<file path="config.mk">
export PLATFORM = sky130hd
export DESIGN_NAME = spi_flash_rd
export DESIGN_NICKNAME = d
export VERILOG_FILES = /design/src/rtl/spi_flash_rd.sv
export SDC_FILE = /design/constraint.sdc
export NUM_CORES = 1
export LEC_CHECK = 0
export CAP_MARGIN = 10
export CORE_ASPECT_RATIO = 1.75
export CORE_MARGIN = 2
export CORE_UTILIZATION = 55
export DETAILED_ROUTE_END_ITERATION = 10
export GPL_TIMING_DRIVEN = 0
export PLACE_DENSITY = 0.85
export SLEW_MARGIN = 20
export SYNTH_ARGS = -nofsm -noshare
export SYNTH_HDL_FRONTEND = slang
export SYNTH_SLANG_ARGS = --single-unit
</file>
<file path="constraint.sdc">
create_clock -name clk_i -period 3.07 [get_ports clk_i]
set_input_delay 0.614 -clock clk_i [delete_from_list [all_inputs] [get_ports clk_i]]
set_output_delay 0.614 -clock clk_i [all_outputs]
set_load 0.02 [all_outputs]
</file>
<file path="src/rtl/spi_flash_rd.sv">
// SPI NOR flash word-read engine: turns a bus word-read handshake into a 0x03 READ
// transaction and returns the little-endian word; writes are acknowledged without SPI traffic.
module spi_flash_rd #(
  parameter int CLK_DIV = 2,
  parameter int CS_GAP  = 4
) (
  input  logic        clk_i,
  input  logic        rst_i,
  input  logic        hs_rd_i,
  input  logic        hs_wr_i,
  input  logic [31:0] hs_addr_i,
  input  logic [31:0] hs_data_i,
  output logic        hs_ready_o,
  output logic [31:0] hs_data_o,
  output logic        spi_cs_n_o,
  output logic        spi_sck_o,
  output logic        spi_mosi_o,
  input  logic        spi_miso_i
);

  localparam logic [1:0] S_IDLE  = 2'd0;
  localparam logic [1:0] S_SHIFT = 2'd1;
  localparam logic [1:0] S_DONE  = 2'd2;
  localparam logic [1:0] S_GAP   = 2'd3;

  localparam logic [7:0] DIV_LAST = 8'(CLK_DIV - 1);
  localparam logic [7:0] GAP_LAST = 8'(CS_GAP - 1);

  logic [1:0]  state_r;
  logic [31:0] tx_r;
  logic [31:0] rx_r;
  logic [5:0]  bit_r;
  logic [7:0]  div_r;
  logic [7:0]  gap_r;
  logic [31:0] cmd_s;
  logic        unused_s;

  // First received byte lands in the least significant lane.
  function automatic logic [31:0] swap_bytes(input logic [31:0] w);
    swap_bytes = {w[7:0], w[15:8], w[23:16], w[31:24]};
  endfunction

  assign cmd_s    = {8'h03, hs_addr_i[23:2], 2'b00};
  assign unused_s = ^{hs_data_i, hs_addr_i[31:24], hs_addr_i[1:0]};

  // Transaction sequencer: request decode, SCK phase timing, shift registers, CS recovery.
  always_ff @(posedge clk_i) begin
    if (rst_i) begin
      state_r    <= S_IDLE;
      tx_r       <= 32'h0000_0000;
      rx_r       <= 32'h0000_0000;
      bit_r      <= 6'd0;
      div_r      <= 8'd0;
      gap_r      <= 8'd0;
      hs_ready_o <= 1'b0;
      hs_data_o  <= 32'h0000_0000;
      spi_cs_n_o <= 1'b1;
      spi_sck_o  <= 1'b0;
      spi_mosi_o <= 1'b0;
    end else begin
      hs_ready_o <= 1'b0;
      case (state_r)
        S_IDLE: begin
          if (hs_rd_i) begin
            tx_r       <= cmd_s;
            spi_mosi_o <= cmd_s[31];
            bit_r      <= 6'd0;
            div_r      <= 8'd0;
            spi_cs_n_o <= 1'b0;
            state_r    <= S_SHIFT;
          end else if (hs_wr_i) begin
            hs_ready_o <= 1'b1;
            state_r    <= S_DONE;
          end else begin
            state_r    <= S_IDLE;
          end
        end
        S_SHIFT: begin
          if (div_r == DIV_LAST) begin
            div_r <= 8'd0;
            if (!spi_sck_o) begin
              spi_sck_o <= 1'b1;
              // Only the 32 data bits after command+address are kept.
              if (bit_r[5]) begin
                rx_r <= {rx_r[30:0], spi_miso_i};
              end else begin
                rx_r <= rx_r;
              end
            end else begin
              spi_sck_o <= 1'b0;
              if (bit_r == 6'd63) begin
                spi_cs_n_o <= 1'b1;
                spi_mosi_o <= 1'b0;
                hs_ready_o <= 1'b1;
                hs_data_o  <= swap_bytes(rx_r);
                state_r    <= S_DONE;
              end else begin
                bit_r      <= bit_r + 6'd1;
                tx_r       <= {tx_r[30:0], 1'b0};
                spi_mosi_o <= tx_r[30];
              end
            end
          end else begin
            div_r <= div_r + 8'd1;
          end
        end
        S_DONE: begin
          // DONE itself counts as the first chip-select recovery cycle.
          if (GAP_LAST == 8'd0) begin
            state_r <= S_IDLE;
          end else begin
            gap_r   <= 8'd1;
            state_r <= S_GAP;
          end
        end
        S_GAP: begin
          if (gap_r >= GAP_LAST) begin
            gap_r   <= 8'd0;
            state_r <= S_IDLE;
          end else begin
            gap_r   <= gap_r + 8'd1;
          end
        end
        default: begin
          state_r <= S_IDLE;
        end
      endcase
    end
  end

endmodule

</file>
==> reports/results.ini <==
[layout]
final_layout_size_suffix_gt1_share_pct = 9.50
fin_area_um2 = 6460
num_antenna_cells = 0
final_nets = 740
area_delta_synth_final_pct = 27.4
post-route-util_pct = 71.5

[detailed_routing]
via_per_inst = 5.87
vias = 4660
ant_nets = 0
drt_wl_total_mm = 13.1
wl_per_cell_um = 16.5
drtPass1Iterations = 5
route.detailed.drc = 0
drtIter0Drc = 282

[cts]
clock_latency_ns = 0.42
ctsRootBufferMaster = clkbuf_16
clk_pin_slew_ns = 0.05
clockBufferDepth = 2
ctsHoldBuffers = 0
cts_sinks = 121
cts_buffers = 17
cts_tree = built
post_cts_buffers = 0
cts_resized = 0
htreeDepth = 4

[pwr]
ir_worst_vdd_v = 0.000557
clkPwrFrac_pct = 40.9
comb_power_share_pct = 23.4
power_switching_mw = 1.52
power-per-cell-area_nw_per_um2 = 794
p_leak_nw = 2.19
p_sw_share_pct = 29.6
seqPwrFrac_pct = 35.7
p_int_mw = 3.61
p_total_mw = 5.13

[logic_synthesis]
ys_seq_area_share_pct = 47.8
synthCells = 582
syn-cell-area_um2 = 5070
syn-num-nets = 659
yosys.cell_types.count = 50
synth_edf_count = 0
synthFlopType = dfxtp_1
syn_avg_cell_area_um2 = 8.72
synthArstFlopShare_pct = 0
yosysWarnings = 0
ys_seq_elements = 121

[die]
ios = 105
core_um2 = 9040
die_w_um = 76.6
die-area_um2 = 10000
num_rows = 46
start_util_pct = 56.1
die_y_um = 131

[critical_path]
critPathRequiredTime_ns = 3.35
crit_arrival_ns = 2.74
critPathMaxFanout = 10
r2r_cells = 7
crit_path_start_kind = flip-flop
crit_path_end_kind = flip-flop
crit_type = flip-flop to flip-flop

[place]
globalplace.congestion = 0.895
io_buffers = 62
pre_cts_slack_ns = 0.306
place_area_um2 = 5840
hpwl_mm = 9.42

[job]
drv_cap = 0

[grt]
grt_pass1_wl_mm = 21.5
antenna_found_initial = 0
grt_max_degree = 17
first_global_vias = 4611
grt_util_all_layers_pct = 27.3
grt-ovfl-total = 0

[worst_hold_path]
hp-class = flip-flop to flip-flop
hold-path-cell-count = 1

[sta]
fmax_mhz = 406
setup_violations = 0
worst_pin_slew_ns = 1.06
finalSetupTns_ns = 0
hold_viol_final = 0
rsz0062_at_grt = false
skew_ns = 0.00931
setup_slack_ns = 0.605
relSlewSlack_pct = 27.6
drv_slew = 0
post-route-period-util_pct = 80.3
finalCriticalPeriod_ns = 2.46

[run_status]
outcome = completed

registers in the layout (all words and copies together), names as in the netlist:
| name | flops |
|---|---|
| hs_data_o | 32 |
| tx_r | 29 |
| spi_mosi_o | 1 |
| div_r | 8 |
| bit_r | 6 |
| spi_cs_n_o | 1 |
| state_r | 2 |
| rx_r | 32 |
| hs_ready_o | 1 |
| gap_r | 8 |
| spi_sck_o | 1 |
stage by stage:
| step | hold WS (ns) | std cells |
|---|---|---|
| 6_report | 0.456 | 794 |
| 4_1_cts | 0.458 | 794 |
| 5_1_grt | 0.482 | 794 |
| 3_3_place_gp | 0.444 | 764 |
| 2_1_floorplan | 0.430 | 582 |
| 3_5_place_dp | 0.445 | 764 |
power groups by stage:
stage | logic [mW] | clock network [mW] | registers, mW
floorplan | 0.883 | 0 | 1.84
global placement | 1.14 | 0 | 1.85
detailed placement | 1.18 | 0 | 1.86
CTS | 1.19 | 2.10 | 1.83
global route | 1.32 | 2.17 | 1.85
finish | 1.20 | 2.10 | 1.83
cell usage in the layout, fill, tap and decap left out, types with 5 or more instances in the layout:
cell,synthesis,final
inv_1,7,7
a21oi_1,99,99
ha_1,8,8
a211oi_1,22,22
o21ai_1,28,28
a31oi_1,9,9
o21ai_0,13,13
nand2_1,79,79
nor2_1,10,10
dfxtp_1,121,121
and2_1,8,8
mux2i_1,24,24
clkbuf_16,0,17
nand3_1,47,47
o211ai_1,5,5
clkbuf_1,24,26
buf_2,16,16
clkdlybuf4s50_1,0,62
worst max-delay path: stages (launching register included):
cell and delay (ns):
dfxtp_1 0.40, inv_1 0.08, ha_1 0.19, buf_4 0.16, mux2i_1 0.80, a21oi_1 0.35, a21oi_1 0.28, a211oi_2 0.06
area by class of cell:
class / count / area [um^2]
multi-input combinational: 408 / 2400
timing repair buffer: 62 / 621
inverter: 7 / 26.3
buffer: 46 / 226
clock buffer: 22 / 474
clock inverter: 8 / 144
tap: 120 / 150
fill: 685 / 2570
sequential: 121 / 2420
synthesized netlist by cell type, types with 4 or more instances:
library cell | instances | area [um^2]
nand2_1 | 79 | 297
a311oi_1 | 4 | 35.0
ha_1 | 8 | 100
a21oi_1 | 99 | 495
and2_1 | 8 | 50.1
nor2_1 | 10 | 37.5
o21ai_0 | 13 | 65.1
clkbuf_1 | 24 | 90.1
buf_2 | 16 | 80.1
mux2i_1 | 24 | 240
or4_1 | 4 | 30.0
inv_1 | 7 | 26.3
a211oi_1 | 22 | 165
o21ai_1 | 28 | 140
nand3_1 | 47 | 235
dfxtp_1 | 121 | 2420
a31oi_1 | 9 | 56.3
o211ai_1 | 5 | 37.5
nand4_1 | 4 | 25.0
nor3_1 | 4 | 20.0
worst paths after layout:
kind / from / end / slack (ns)
setup / recovery: state_r[0] / bit_r[0] / 0.61
hold / removal: gap_r[4] / gap_r[4] / 0.46
setup reg to reg: state_r[0] / bit_r[0] / 0.61
hold reg to reg: gap_r[4] / gap_r[4] / 0.46
per-layer routing:
layer / global-route usage [%] / vias to the layer above / share of wire [%]
li1: - / 2260 / -
met1: 26.2 / 2223 / 37
met2: 54.0 / 143 / 56
met3: 6.80 / 34 / 3.7
met4: 13.2 / 0 / 2.7
met5: 0 / - / 0
kinds of logic (layout without fill, tap and decap cells):
kind of cell,count (synthesis),in the layout,share of synthesized area [%]
and+or+nand+nor,177,177,17.5
adders and majority gates,8,8,1.97
AOI/OAI and AO/OA,197,197,22.7
xor gates and xnor gates,1,1,0.173
muxes,25,25,4.96
buffers and inverters,53,145,4.98
DFF,121,121,47.8
(Power assumes the default switching activity.)
